File: src/rtl/ascii_dec_accumulator_if.sv
// Character-in / binary-result-out bundle for the ASCII decimal accumulator.
// The slave side is the converter; the master side is the byte source plus result sink.
interface ascii_dec_accumulator_if #(
    parameter int OUT_W = 20
);
    logic [7:0]       ascii_in;
    logic             ascii_valid;
    logic             ascii_ready;
    logic [OUT_W-1:0] bin_out;
    logic             bin_valid;
    logic             bin_ready;
    logic             error;
    logic [1:0]       err_code;
    logic [3:0]       digit_count;

    modport master (
        output ascii_in, ascii_valid, bin_ready,
        input  ascii_ready, bin_out, bin_valid, error, err_code, digit_count
    );

    modport slave (
        input  ascii_in, ascii_valid, bin_ready,
        output ascii_ready, bin_out, bin_valid, error, err_code, digit_count
    );
endinterface

File: src/rtl/ascii_dec_accumulator.sv
// Streaming ASCII decimal to binary converter: one char per cycle in, one
// registered result per terminated token out, with the first fault code kept.
module ascii_dec_accumulator #(
    parameter int         OUT_W      = 20,
    parameter int         MAX_DIGITS = 6,
    parameter logic [7:0] TERM_CHAR  = 8'h0D
) (
    input  logic                     clk,
    input  logic                     reset,
    ascii_dec_accumulator_if.slave   bus
);
    typedef enum logic [1:0] {
        ST_ACCUM   = 2'd0,
        ST_DISCARD = 2'd1,
        ST_DONE    = 2'd2
    } state_t;

    localparam logic [3:0] MAX_CNT   = 4'(MAX_DIGITS);
    localparam logic [1:0] ERR_NONE  = 2'd0;
    localparam logic [1:0] ERR_CHAR  = 2'd1;
    localparam logic [1:0] ERR_OVF   = 2'd2;
    localparam logic [1:0] ERR_EMPTY = 2'd3;

    state_t           state_q, state_d;
    logic [OUT_W-1:0] acc_q, acc_d;
    logic [3:0]       cnt_q, cnt_d;
    logic [1:0]       code_q, code_d;
    logic [OUT_W-1:0] bin_out_q, bin_out_d;
    logic             bin_valid_q, bin_valid_d;
    logic             error_q, error_d;

    logic             ascii_ready;
    logic             char_accept;
    logic             result_xfer;
    logic             is_digit;
    logic             is_term;
    logic [OUT_W+3:0] acc_ext;
    logic [OUT_W+3:0] acc_wide;
    logic             acc_ovf;
    logic             cnt_full;

    assign char_accept = bus.ascii_valid & ascii_ready;
    assign result_xfer = bin_valid_q & bus.bin_ready;
    assign is_digit    = (bus.ascii_in >= 8'h30) && (bus.ascii_in <= 8'h39);
    assign is_term     = (bus.ascii_in == TERM_CHAR);
    assign cnt_full    = (cnt_q >= MAX_CNT);

    // acc*10 + digit as shift-add; the low nibble of '0'..'9' is the digit value.
    assign acc_ext  = {4'b0000, acc_q};
    assign acc_wide = (acc_ext << 3) + (acc_ext << 1) + (OUT_W+4)'(bus.ascii_in[3:0]);
    assign acc_ovf  = |acc_wide[OUT_W+3:OUT_W];

    // State register
    always_ff @(posedge clk) begin
        if (reset) begin
            state_q <= ST_ACCUM;
        end else begin
            state_q <= state_d;
        end
    end

    // Next-state logic
    always_comb begin
        state_d = state_q;
        case (state_q)
            ST_ACCUM: begin
                if (char_accept) begin
                    if (is_digit) begin
                        if (cnt_full || acc_ovf) begin
                            state_d = ST_DISCARD;
                        end
                    end else if (is_term) begin
                        state_d = ST_DONE;
                    end else begin
                        state_d = ST_DISCARD;
                    end
                end
            end
            ST_DISCARD: begin
                if (char_accept && is_term) begin
                    state_d = ST_DONE;
                end
            end
            ST_DONE: begin
                if (result_xfer) begin
                    state_d = ST_ACCUM;
                end
            end
            default: state_d = ST_ACCUM;
        endcase
    end

    // FSM output decode: only the result-holding state stalls the byte stream
    always_comb begin
        ascii_ready = (state_q != ST_DONE);
    end

    // Datapath next-state
    always_comb begin
        acc_d       = acc_q;
        cnt_d       = cnt_q;
        code_d      = code_q;
        bin_out_d   = bin_out_q;
        bin_valid_d = bin_valid_q;
        error_d     = error_q;
        case (state_q)
            ST_ACCUM: begin
                if (char_accept) begin
                    if (is_digit) begin
                        if (cnt_full || acc_ovf) begin
                            code_d = ERR_OVF;
                        end else begin
                            acc_d = acc_wide[OUT_W-1:0];
                            cnt_d = cnt_q + 4'd1;
                        end
                    end else if (is_term) begin
                        bin_valid_d = 1'b1;
                        if (cnt_q == 4'd0) begin
                            bin_out_d = '0;
                            error_d   = 1'b1;
                            code_d    = ERR_EMPTY;
                        end else begin
                            bin_out_d = acc_q;
                            error_d   = 1'b0;
                            code_d    = ERR_NONE;
                        end
                    end else begin
                        code_d = ERR_CHAR;
                    end
                end
            end
            ST_DISCARD: begin
                // code_q already holds the first fault; later junk never rewrites it
                if (char_accept && is_term) begin
                    bin_out_d   = '0;
                    error_d     = 1'b1;
                    bin_valid_d = 1'b1;
                end
            end
            ST_DONE: begin
                if (result_xfer) begin
                    bin_valid_d = 1'b0;
                    acc_d       = '0;
                    cnt_d       = 4'd0;
                    code_d      = ERR_NONE;
                end
            end
            default: ;
        endcase
    end

    always_ff @(posedge clk) begin
        if (reset) begin
            acc_q       <= '0;
            cnt_q       <= 4'd0;
            code_q      <= ERR_NONE;
            bin_out_q   <= '0;
            bin_valid_q <= 1'b0;
            error_q     <= 1'b0;
        end else begin
            acc_q       <= acc_d;
            cnt_q       <= cnt_d;
            code_q      <= code_d;
            bin_out_q   <= bin_out_d;
            bin_valid_q <= bin_valid_d;
            error_q     <= error_d;
        end
    end

    assign bus.ascii_ready = ascii_ready;
    assign bus.bin_out     = bin_out_q;
    assign bus.bin_valid   = bin_valid_q;
    assign bus.error       = error_q;
    assign bus.err_code    = code_q;
    assign bus.digit_count = cnt_q;
endmodule

File: src/flat_wrapper.sv
// flat-port wrapper written by rule: the top's interface ports become plain ports
module ascii_dec_accumulator_flat 
#(
    parameter int         OUT_W      = 20,
    parameter int         MAX_DIGITS = 6,
    parameter logic [7:0] TERM_CHAR  = 8'h0D
)
  (clk, reset, bus_ascii_in, bus_ascii_valid, bus_bin_ready, bus_ascii_ready, bus_bin_out, bus_bin_valid, bus_error, bus_err_code, bus_digit_count);
  ascii_dec_accumulator_if #(.OUT_W(OUT_W)) bus_i ();
  input  logic clk;
  input  logic reset;
  input wire logic [$bits(bus_i.ascii_in)-1:0] bus_ascii_in;
  input wire logic [$bits(bus_i.ascii_valid)-1:0] bus_ascii_valid;
  input wire logic [$bits(bus_i.bin_ready)-1:0] bus_bin_ready;
  output wire logic [$bits(bus_i.ascii_ready)-1:0] bus_ascii_ready;
  output wire logic [$bits(bus_i.bin_out)-1:0] bus_bin_out;
  output wire logic [$bits(bus_i.bin_valid)-1:0] bus_bin_valid;
  output wire logic [$bits(bus_i.error)-1:0] bus_error;
  output wire logic [$bits(bus_i.err_code)-1:0] bus_err_code;
  output wire logic [$bits(bus_i.digit_count)-1:0] bus_digit_count;
  assign bus_i.ascii_in = bus_ascii_in;
  assign bus_i.ascii_valid = bus_ascii_valid;
  assign bus_i.bin_ready = bus_bin_ready;
  assign bus_ascii_ready = bus_i.ascii_ready;
  assign bus_bin_out = bus_i.bin_out;
  assign bus_bin_valid = bus_i.bin_valid;
  assign bus_error = bus_i.error;
  assign bus_err_code = bus_i.err_code;
  assign bus_digit_count = bus_i.digit_count;
  ascii_dec_accumulator #(.OUT_W(OUT_W), .MAX_DIGITS(MAX_DIGITS), .TERM_CHAR(TERM_CHAR)) u_core (.clk(clk), .reset(reset), .bus(bus_i));
endmodule
File: config.mk
export PLATFORM = sky130hd
export DESIGN_NAME = ascii_dec_accumulator_flat
export DESIGN_NICKNAME = d
export VERILOG_FILES = /design/src/rtl/ascii_dec_accumulator_if.sv /design/src/rtl/ascii_dec_accumulator.sv /design/src/flat_wrapper.sv
export SDC_FILE = /design/constraint.sdc
export NUM_CORES = 1
export LEC_CHECK = 0
export CAP_MARGIN = 25
export CORE_MARGIN = 8
export CORE_UTILIZATION = 50
export CTS_CLUSTER_DIAMETER = 60
export DETAILED_ROUTE_END_ITERATION = 8
export GPL_ROUTABILITY_DRIVEN = 0
export PLACE_DENSITY = 0.79
export SYNTH_ARGS = -nofsm -noshare
export SYNTH_HDL_FRONTEND = slang
export SYNTH_SLANG_ARGS = --single-unit
File: constraint.sdc
create_clock -name clk -period 4.1 [get_ports clk]
set_clock_uncertainty 0.05 [all_clocks]
set_input_delay 0.41 -clock clk [delete_from_list [all_inputs] [get_ports clk]]
set_output_delay 0.41 -clock clk [all_outputs]
set_load 0.01 [all_outputs]
## Yosys cells after proc, flatten, opt, wreduce, memory -nomap -nowiden

Cells that the tools add are included.

- Register bits after elaboration: 50
- Input bits: 12
- Logic and storage cells: 81
- Output and inout port bits: 29

- Reductions and logical operators: 14
- Multiplexer cells: 40
- $lt $le $gt $ge: 3
- Bitwise operators: 2
- Add/sub/neg operators: 3
- Eq/ne operators: 12

Operator list:

| kind | number |
|---|---|
| $mux W20 | 9 |
| $pmux W20 S2 | 2 |
| $add A23 B21 Y24 | 1 |
| $add A24 B4 Y24 | 1 |
| $mux W2 | 11 |
| $mux W4 | 4 |
| $ne A2 B1 Y1 const B | 5 |
| $reduce_and A5 Y1 | 2 |
| $mux W1 | 9 |
| $eq A8 B4 Y1 const B | 1 |
| $ge A8 B6 Y1 const B | 1 |
| $le A8 B6 Y1 const B | 1 |
| $pmux W4 S2 | 1 |
| $reduce_and A4 Y1 | 2 |
| $ne A2 B2 Y1 const B | 3 |
| $pmux W2 S3 | 1 |
| $reduce_and A6 Y1 | 1 |
| $add A4 B1 Y4 const B | 1 |
| $ge A4 B3 Y1 const B | 1 |
| $logic_not A4 Y1 | 1 |
| $pmux W2 S2 | 1 |
| $reduce_bool A2 Y1 | 2 |
| $reduce_or A4 Y1 | 1 |
| $ne A3 B3 Y1 const B | 1 |
| other kinds (9) | 11 |

## Longest topological paths before layout

Gate-level depths: netlist of the first run.

- Depth in word-level cells: 8
- Mapped depth: 13
- Mapped depth without buffers: 12

## Least setup slack after synthesis of the first run

No wires, ideal clock.

- Path kind: input -> register
- From: input bus_ascii_in[3]
- To: register u_core.code_q[0] (netlist: u_core.bus.err_code[0])
- Stages on the path: 13
- Data required time: 3970 ps
- Path buffers: 1
- Library setup time: 80 ps
- Arrival: 3715 ps
- Path slack: 256 ps
- Cells stage by stage: inv_1 fa_1 inv_1 fa_1 a21o_1 a221o_1 a211o_1 a311o_1 a221oi_2 o21ai_2 buf_6 or4b_4 o221ai_2

- Longest elaborated chain between the ends: 5

Ends and longest elaborated chain:

| item | RTL line | source |
|---|---|---|
| start: declaration | flat_wrapper.sv:12 | `input wire logic [$bits(bus_i.ascii_in)-1:0] bus_ascii_in;` |
| $add A24 B4 Y24, or another cell as far along | ascii_dec_accumulator.sv:50 | `assign acc_wide = (acc_ext << 3) + (acc_ext << 1) + (OUT_W+4)'(bus.ascii_in[3:0]);` |
| $reduce_or A4 Y1, or another cell as far along | ascii_dec_accumulator.sv:51 | `assign acc_ovf = \|acc_wide[OUT_W+3:OUT_W];` |
| $logic_or A1 B1 Y1 or $mux W2 (tied branches) | ascii_dec_accumulator.sv:110, ascii_dec_accumulator.sv:109 |  |
| $ne A3 B3 Y1 (no line) or $mux W2 (tied branches) | -- |  |
| $reduce_and A4 Y1 (no line) or $pmux W2 S2 (tied branches) | -- |  |
| end signal: assignment | ascii_dec_accumulator.sv:163 | `code_q <= code_d;` |
| end: declaration | ascii_dec_accumulator.sv:27 | `logic [1:0] code_q, code_d;` |

Parallel ways exist; a longest one is shown, timed or not. The select of a mux whose other input is x is not followed.
A chain may end at the register's enable or synchronous reset.

## Final worst setup path of the first run

- From: input bus_ascii_in[3]
- To: register u_core.acc_q[10]

- Longest elaborated chain between the ends: 5

Ends and longest elaborated chain:

| item | RTL line | source |
|---|---|---|
| $add A24 B4 Y24 | ascii_dec_accumulator.sv:50 |  |
| $reduce_or A4 Y1 or $mux W20 (tied branches) | ascii_dec_accumulator.sv:51, ascii_dec_accumulator.sv:110 |  |
| $logic_or A1 B1 Y1 or $mux W20 (tied branches) | ascii_dec_accumulator.sv:110, ascii_dec_accumulator.sv:109 |  |
| $ne A2 B2 Y1 (no line) or $mux W20 (tied branches) | -- |  |
| $reduce_and A5 Y1 (no line) or $pmux W20 S2 (tied branches) | -- |  |
| end signal: assignment | ascii_dec_accumulator.sv:154 | `acc_q <= '0;` |
| end signal: assignment | ascii_dec_accumulator.sv:161 | `acc_q <= acc_d;` |
| end: declaration | ascii_dec_accumulator.sv:25 | `logic [OUT_W-1:0] acc_q, acc_d;` |

Parallel ways exist; a longest one is shown, timed or not. The select of a mux whose other input is x is not followed.

==> impl_results.md, run 1 <==
- Antenna viol nets, final: 0
- Crit start category: input pin
- DR vias/cell: 5.91
- Final wirelength: about 8000 um
- PwrDens: about 230 nW/um^2
- Setup violations, final: 0
- Post-CTS Repair Setup Buffers: 0
- # DRC: 0
- Setup TNS: 0 ps
- Hold-fix buffers, CTS: 0
- Ant. Diodes: 0
- Fin crit period: between 3000 and 4000 ps
- Rows: 29
- Core Region: approximately 6300 um^2
- Post-synth EDFFs: 0
- Cell Area, Placed: ~3800 um^2
- Worst EP arrival: 4110 ps
- Crit path max fanout: 10
- Crit end category: flip-flop
- Clock power frac: 0.376
- Worst-path clk slew: about 90 ps
- Most frequent cell after synthesis: dfxtp_1
- Drt first pass iters: 5
- Clock Latency Late Sink: between 300 and 400 ps
- Vias: roughly 3000
- Grt ovf: 0
- Cell area after layout: 3880 um^2
- Fmax: ~0.25 GHz
- Worst hold path startpoint: u_core.bus.bin_valid
- PortBufs: 40
- R2R Setup Slk: around 380 ps
- CP startpoint: bus_ascii_in[3]
- Antenna violations before repair: 0
- Layout net count: about 480
- Pin count of the biggest net entering global routing: 34
- Switching Share: 0.222
- Least-Margin Pin Slew: 524 ps
- Yosys top cell area share: 0.309
- Yosys reg bits: 50
- Crit path cell chain: clkdlybuf4s50_1 > inv_1 > fa_1 > inv_1 > fa_2 > a21o_1 > a221o_1 > a211o_1 > a311o_1 > a221oi_2 > o21ai_2 > or2_1 > buf_4 > o21ai_0
- DIE WIDTH: approximately 97 um
- Num ports: just over 40
- Largest area contributor in the netlist: dfxtp_1
- H-tree lvl count: 2
- Leakage Power: 1.68 nW
- CTS Sinks: 50
- Dpl cells: about 500
- Post-synth top cells: dfxtp_1, ha_1, nand2_1
- Initial core utilization: 0.514
- Delay of the slowest cell on the worst path: around 530 ps
- Clk Tree Root Cell: clkbuf_8
- Relative slew slack: 0.650
- Setup repair after global routing missed its margin: false
- Post-synthesis instance total: 387
- Finished Layout Cells: roughly 510
- Synth-to-layout area growth: 19.7%
- DPL Wire Length: ~6000 um
- Starting DRT DRC Count: ~250
- Final Cycle Share: 0.959
- Reg-to-reg endpoint: u_core.acc_q[10]
- Hold path depth: 2
- Post-synthesis sequential area ratio: 0.309
- Crit path kind: input pin to flip-flop
- Die H: 96.5 um
- Maximum Capacitance Violations: 0
- Seq pwr share: 0.558
- First-pass GRT wire length: 13500 um
- Max-slew violations: 0
- Internal Power: around 0.00069 W
- Endpoint, Worst Hold: u_core.bus.bin_valid
- Syn avg cell area: roughly 8.4 um^2
- Sw Pwr: between 0.00015 and 0.0002 W
- FF-to-FF Start: u_core.acc_q[0]
- Final-report hold violation count: 0
- Worst Reg-to-Reg Cells: 13
- Logic pwr share: 0.066
- Most used DFF post-synth: dfxtp_1
- Min-Delay Path Class: flip-flop to flip-flop
- WL/cell: ~16 um
- Layout cell share with drive strength beyond 1: 0.0793
- Post-CTS resize count: 0
- Die outline area: 9320 um^2
- Status: finished, final reports clean
- VDD IR-drop max: approximately 0.00015 V
- CTS tree: built
- CTS buffer count: 5
- Post-Synthesis Cell Area: ~3200 um^2
- Critical path's slowest cell: fa_1
- GRT Total Usage: 0.180
- Clock buffer depth: 2
- Core Util, Final: 0.615
- Synth area leaders: dfxtp_1, ha_1, a22oi_1, a21oi_1, nand2_1
- Vias in the first global route: 2923
- Mapped Nets: between 400 and 500
- CP required: 4280 ps
- YS warnings: 0
- Ys async rst share: 0
- CP dominant cell by count: inv_1
- Synth cell types: 51
[critical path: cells and delay by family]
family          cells  cell delay, ps
simple gates        1             280
fa+ha+maj           2             930
buf+inv             4             780
compound gates      7            1710
[cell families (layout without fill, tap and decap cells)]
| group | after synthesis | in the layout | share of synthesized area |
|---|---|---|---|
| AOI/OAI and AO/OA | 117 | 117 | 0.238 |
| xor gates and xnor gates | 16 | 16 | 0.0432 |
| adders and majority gates | 44 | 44 | 0.174 |
| buffers and inverters | 40 | 82 | 0.0490 |
| DFF | 50 | 50 | 0.309 |
| and+or+nand+nor | 120 | 120 | 0.186 |
[cell type report]
class | instances | area, um^2
fill | 560 | 2430
multi-input combinational | 297 | 2090
sequential | 50 | 1000
timing repair buffer | 55 | 513
clock buffer | 8 | 110
tap | 77 | 96.3
inverter | 19 | 71.3
[registers in the layout, summed over array words and instances, names as in the netlist]
| signal | cells |
|---|---|
| u_core.bus.error | 1 |
| u_core.bus.bin_out | 20 |
| u_core.bus.bin_valid | 1 |
| u_core.state_q | 2 |
| u_core.bus.digit_count | 4 |
| u_core.acc_q | 20 |
| u_core.bus.err_code | 2 |
[how the worst max path moves through the flow]
stage | to | slack, ps | cells after the start
after floorplan | u_core.bus.err_code[0] | 260 | 13
after detailed placement | u_core.acc_q[2] | -240 | 14
after CTS | u_core.acc_q[2] | 100 | 14
after global routing | u_core.acc_q[10] | 5 | 14
final | u_core.acc_q[10] | 170 | 14
after global placement | u_core.bus.digit_count[2] | -170 | 14
[layout by cell type, fill, tap and decap left out, types with 15 or more instances in the layout]
cell type,count
nand2_1,38
a22oi_1,21
buf_4,15
clkdlybuf4s50_1,40
inv_1,19
ha_1,42
dfxtp_1,50
nor2_1,29
a21oi_1,29
o21ai_0,26
[power by group through the flow]
stage                     clock network, W  logic [W]  registers, W
after floorplan                          0  0.0000277      0.000503
after global placement                   0  0.0000559      0.000503
after detailed placement                 0  0.0000576      0.000503
after CTS                         0.000343  0.0000579      0.000492
after global routing              0.000355  0.0000643      0.000493
final                             0.000332  0.0000579      0.000492
[routing by layer]
| metal | global-route usage | wire length [um] | vias up |
|---|---|---|---|
| met1 | 0.218 | 3570 | 1393 |
| met5 | 0 | 0 | - |
| met4 | 0.0757 | 225 | 0 |
| met3 | 0.0263 | 391 | 23 |
| li1 | - | - | 1480 |
| met2 | 0.312 | 3840 | 94 |
[per-stage QoR]
stage          hold slack, ps  setup WS, ps  power [W]
2_1_floorplan             411           256   0.000531
3_3_place_gp              430          -167   0.000559
3_5_place_dp              447          -240   0.000561
4_1_cts                   456           101   0.000893
5_1_grt                   479          4.52   0.000912
6_report                  453           167   0.000882
Note: power is estimated with default switching activity, not from simulation.
==> run 2, diff against run 1 <==
Settings changed: CORE_UTILIZATION 50 to 60, GPL_TIMING_DRIVEN set to 0, PLACE_DENSITY 0.79 to 0.88.
Clock period 4.1 ns to 5.1 ns, I/O delays scaled along.
==> impl_results.md, run 2 (synthesized netlist as in run 1, its figures left out) <==
- Max-slew violations: 0
- PortBufs: 40
- Pin count of the biggest net entering global routing: 19
- Crit end category: flip-flop
- CP bufs+invs: 4
- Crit path max fanout: 10
- Setup violations, final: 0
- Sw Pwr: 0.000178 W
- Drt first pass iters: 4
- CTS buffer count: 5
- Fillers: a little over 400
- Multi-input logic area: roughly 2100 um^2
- Seq pwr share: 0.571
- Starting DRT DRC Count: about 260
- GRT Total Usage: 0.224
- Relative slew slack: 0.530
- Die H: between 80 and 90 um
- Critical path's slowest cell: fa_1
- Status: finished, final reports clean
- Final Cycle Share: 0.880
- Min-Delay Path Class: flip-flop to flip-flop
- Grt ovf: 0
- Hold-fix buffers, CTS: 0
- DIE WIDTH: just under 90 um
- Vias in the first global route: between 2000 and 3000
- Switching Share: 0.257
- Logic pwr share: 0.064
- Leakage Power: between 1.5 and 2 nW
- Internal Power: ~0.00051 W
- Layout net count: between 400 and 500
- Post-CTS Repair Setup Buffers: 0
- Post-CTS resize count: 0
- First-pass GRT wire length: around 14000 um
- Clock Latency Late Sink: ~310 ps
- Core Region: just over 5000 um^2
- H-tree lvl count: 2
- Num ports: 41
- Crit start category: input pin
- CTS Sinks: 50
- Clk Tree Root Cell: clkbuf_8
- Finished Layout Cells: around 500
- Layout cell share with drive strength beyond 1: 0.0437
- Antenna viol nets, final: 0
- Setup TNS: 0 ps
- Maximum Capacitance Violations: 0
- Initial core utilization: 0.627
- Delay of the slowest cell on the worst path: around 530 ps
- Final-report hold violation count: 0
- Fin crit period: approximately 4500 ps
- Final wirelength: 8380 um
- CTS tree: built
- Die outline area: between 8000 and 9000 um^2
- Clock buffer depth: 2
- VDD IR-drop max: between 0.0001 and 0.00015 V
- Most frequent cells in the layout: dfxtp_1, ha_1, clkdlybuf4s50_1
- Dpl cells: slightly below 500
- Vias: slightly above 3000
- Synth-to-layout area growth: 18.0%
- Crit path cell chain: clkdlybuf4s50_1 > inv_1 > fa_1 > inv_1 > fa_1 > a21o_1 > a221o_1 > a211o_1 > a311o_1 > a221oi_2 > o21ai_2 > or2_1 > clkbuf_1 > o21ai_0
- Clock power frac: 0.365
- CP required: 5280 ps
- Antenna violations before repair: 0
- # DRC: 0
- PwrDens: ~180 nW/um^2
- Top Family by Delay on Critical Path: compound AO/OA/AOI/OAI gates
- Final worst slack: roughly 610 ps
- Setup repair after global routing missed its margin: false
- Commonest non-fill, non-tap cell in the layout: dfxtp_1
- Ant. Diodes: 0
- DPL Wire Length: 6310 um
- Pre-CTS setup slack: about 320 ps
- Register area: 1000 um^2
- Rows: 26
- DR vias/cell: around 6.1
- Worst EP arrival: approximately 4700 ps
- Least-Margin Pin Slew: approximately 700 ps
- Crit path kind: input pin to flip-flop
- WL/cell: between 15 and 20 um
- Worst-path clk slew: 100 ps
- Fmax: between 0.2 and 0.25 GHz
- Power Total: between 0.0006 and 0.0007 W
==> run 2: changes by cell type in the layout (fill, tap and decap cells not counted), moves of 3 or more <==
cell	delta
clkbuf_8	-3
clkbuf_1	+19
inv_6	+3
buf_4	-15
==> run 2: area by class of cell <==
cell class / count / share of cell area
clock buffers: 5 / 0.0180
clock inverters: 3 / 0.00687
flip-flops and latches: 50 / 0.262
well taps: 70 / 0.0229
multi-input cells: 297 / 0.544
plain buffers: 21 / 0.0229
repair buffers: 40 / 0.105
inverters: 19 / 0.0186
==> run 2: metal layers <==
layer | vias to the layer above | global-route usage | wire length, um
met5 | - | 0 | 0
met4 | 0 | 0.0952 | 150
met1 | 1482 | 0.275 | 3660
li1 | 1493 | - | -
met2 | 95 | 0.372 | 4110
met3 | 13 | 0.0414 | 461
==> run 2: tightest hold or removal path: stages, from the launching register on <==
cell,delay (ps)
dfxtp_1,350
inv_1,60
a21boi_0,60
==> run 2: worst paths after layout <==
path | startpoint | end | slack [ps] | cells past startpoint
max | bus_ascii_in[3] | u_core.acc_q[8] | 610 | 14
min reg2reg | u_core.bus.bin_valid | u_core.bus.bin_valid | 460 | 2
max reg2reg | u_core.acc_q[0] | u_core.acc_q[8] | 930 | 13
min | u_core.bus.bin_valid | u_core.bus.bin_valid | 460 | 2
==> run 2: power by group through the flow <==
stage | registers [W] | logic [W] | clock network (W)
after floorplan | 0.000405 | 0.0000223 | 0
after global placement | 0.000404 | 0.0000425 | 0
after detailed placement | 0.000405 | 0.0000436 | 0
after CTS | 0.000395 | 0.0000440 | 0.000254
after global routing | 0.000396 | 0.0000486 | 0.000274
final | 0.000396 | 0.0000441 | 0.000253
==> run 2: metrics by stage <==
stage          utilization  cell area (um^2)  hold slack, ps
6_report             0.740              3830             458
5_1_grt              0.740              3830             500
4_1_cts              0.740              3830             463
3_5_place_dp         0.721              3730             449
3_3_place_gp         0.721              3730             433
2_1_floorplan            -              3240             411
==> variant (flow settings as in run 1) <==
`TERM_CHAR` is set to 8'h0D in 2 places; all go to 8'h09.
--- a/src/rtl/ascii_dec_accumulator.sv
+++ b/src/rtl/ascii_dec_accumulator.sv
@@ -5,3 +5,3 @@
     parameter int         MAX_DIGITS = 6,
-    parameter logic [7:0] TERM_CHAR  = 8'h0D
+    parameter logic [7:0] TERM_CHAR  = 8'h09
 ) (
--- a/src/flat_wrapper.sv
+++ b/src/flat_wrapper.sv
@@ -5,3 +5,3 @@
     parameter int         MAX_DIGITS = 6,
-    parameter logic [7:0] TERM_CHAR  = 8'h0D
+    parameter logic [7:0] TERM_CHAR  = 8'h09
 )
Formal check against the unedited RTL: not equivalent (a bounded check fails within 4 cycles, from zero or initial values and one cycle with reset high).
==> variant against run 1 <==
Register-to-register slack improved by 0.07 ns; area after synthesis rose by 7.1%; synthesized cell count rose by 7.2%; power rose by 3.3%; worst setup slack improved by 0.048 ns; maximum frequency rose by 1.2%; routed wire length rose by 12%; sequential cell count did not move; design area rose by 4.1%; highest routed layer unchanged.
==> variant: results (changes against run 1) <==
[hold_path]
hold_end=u_core.bus.err_code[0]
hp-start=u_core.bus.err_code[0]

[detailed_routing]
wl_per_cell_um=17.1  ; +7.7%
drtIter0Drc=248  ; +0.40%
wl_mm=9.01  ; +12%
vias=3244  ; +8.5%

[timing]
period_minus_slack_ns=3.88  ; -0.0479 ns
worst_slew_pin_slew_ns=0.774  ; +0.250 ns
timing.hold.ws_ns=0.410  ; -0.0434 ns

[logic_synthesis]
synthTopCellsByCount=dfxtp_1 (50), nand3_1 (43), ha_1 (42)
syn_inst=415  ; +7.2%
ys_types=60  ; +18%
synth_mux_area_frac=0.00576  ; +0.00576
synthTopCellsByArea=dfxtp_1 (29%), ha_1 (15%), nand3_1 (6.2%)
synth_fa_ha_area_frac=0.163  ; -0.0116
synth_nets=471  ; +6.3%
synth-seq-area-share=0.288  ; -0.0206

[placement]
place_inst=518  ; +4.0%
dpl_cell_area_um2=3900  ; +3.6%
dp_slack_ns=-0.0251  ; +0.215 ns

[power_and_ir_drop]
leakagePower_nw=1.63  ; -2.7%
ir_drop_v=0.000130  ; -15%

[global_route]
grt_util_met1=0.226  ; +0.00835

[final_layout]
finalNetCount=502  ; +3.7%
drive_gt1_frac=0.0671  ; -0.0121

[critical_path]
regToRegEndpoint=u_core.acc_q[11]

[outcome]
status=finished clean

## variant: cell count changes in the layout (fill, tap and decap cells not counted), moves of 4 or more
cell	run 1	this run
nor2_1	29	34
o21ai_0	26	13
inv_1	19	14
buf_4	15	10
nand2b_1	9	4
nand3_1	7	43
nand2_1	38	31
a311o_1	4	0
xnor2_1	7	12
a21oi_1	29	40
## variant: how the worst max path moves through the flow
| stage | startpoint | end | cells past startpoint |
|---|---|---|---|
| floorplan | bus_ascii_in[3] | u_core.acc_q[10] | 14 |
| CTS | bus_ascii_in[3] | u_core.acc_q[3] | 13 |
| global route | bus_ascii_in[3] | u_core.acc_q[17] | 13 |
| detailed placement | bus_ascii_in[3] | u_core.acc_q[7] | 13 |
| global placement | bus_ascii_in[3] | u_core.acc_q[4] | 13 |
| finish | bus_ascii_in[3] | u_core.acc_q[11] | 14 |
## variant: area by class of cell
type	count	area (µm²)
multi-input cells	323	2270
inverters	15	56.3
well taps	80	100
repair buffers	51	490
flip-flops and latches	50	1000
clock inverters	2	38.8
fillers	591	2720
clock buffers	6	82.6
## variant: layer usage
metal / wire (µm) / share of wire / up-vias
li1: - / - / 1594
met1: 3900 / 0.43 / 1518
met2: 4300 / 0.48 / 118
met3: 675 / 0.075 / 14
met4: 133 / 0.015 / 0
met5: 0 / 0 / -
## variant: power breakdown
group / total [mW] / internal (mW) / switching [mW]
Combinational: 0.0427 / 0.0190 / 0.0238
Clock: 0.378 / 0.201 / 0.177
Sequential: 0.490 / 0.487 / 0.00243
## variant: cell families (layout without fill, tap and decap cells)
family,Yosys count,after routing
AND/OR/NAND/NOR,149,149
AO/OA/AOI/OAI,110,110
flip-flops,50,50
adder cells (fa/ha/maj),44,44
buffers and inverters,42,74
XOR/XNOR,18,18
multiplexers,2,2
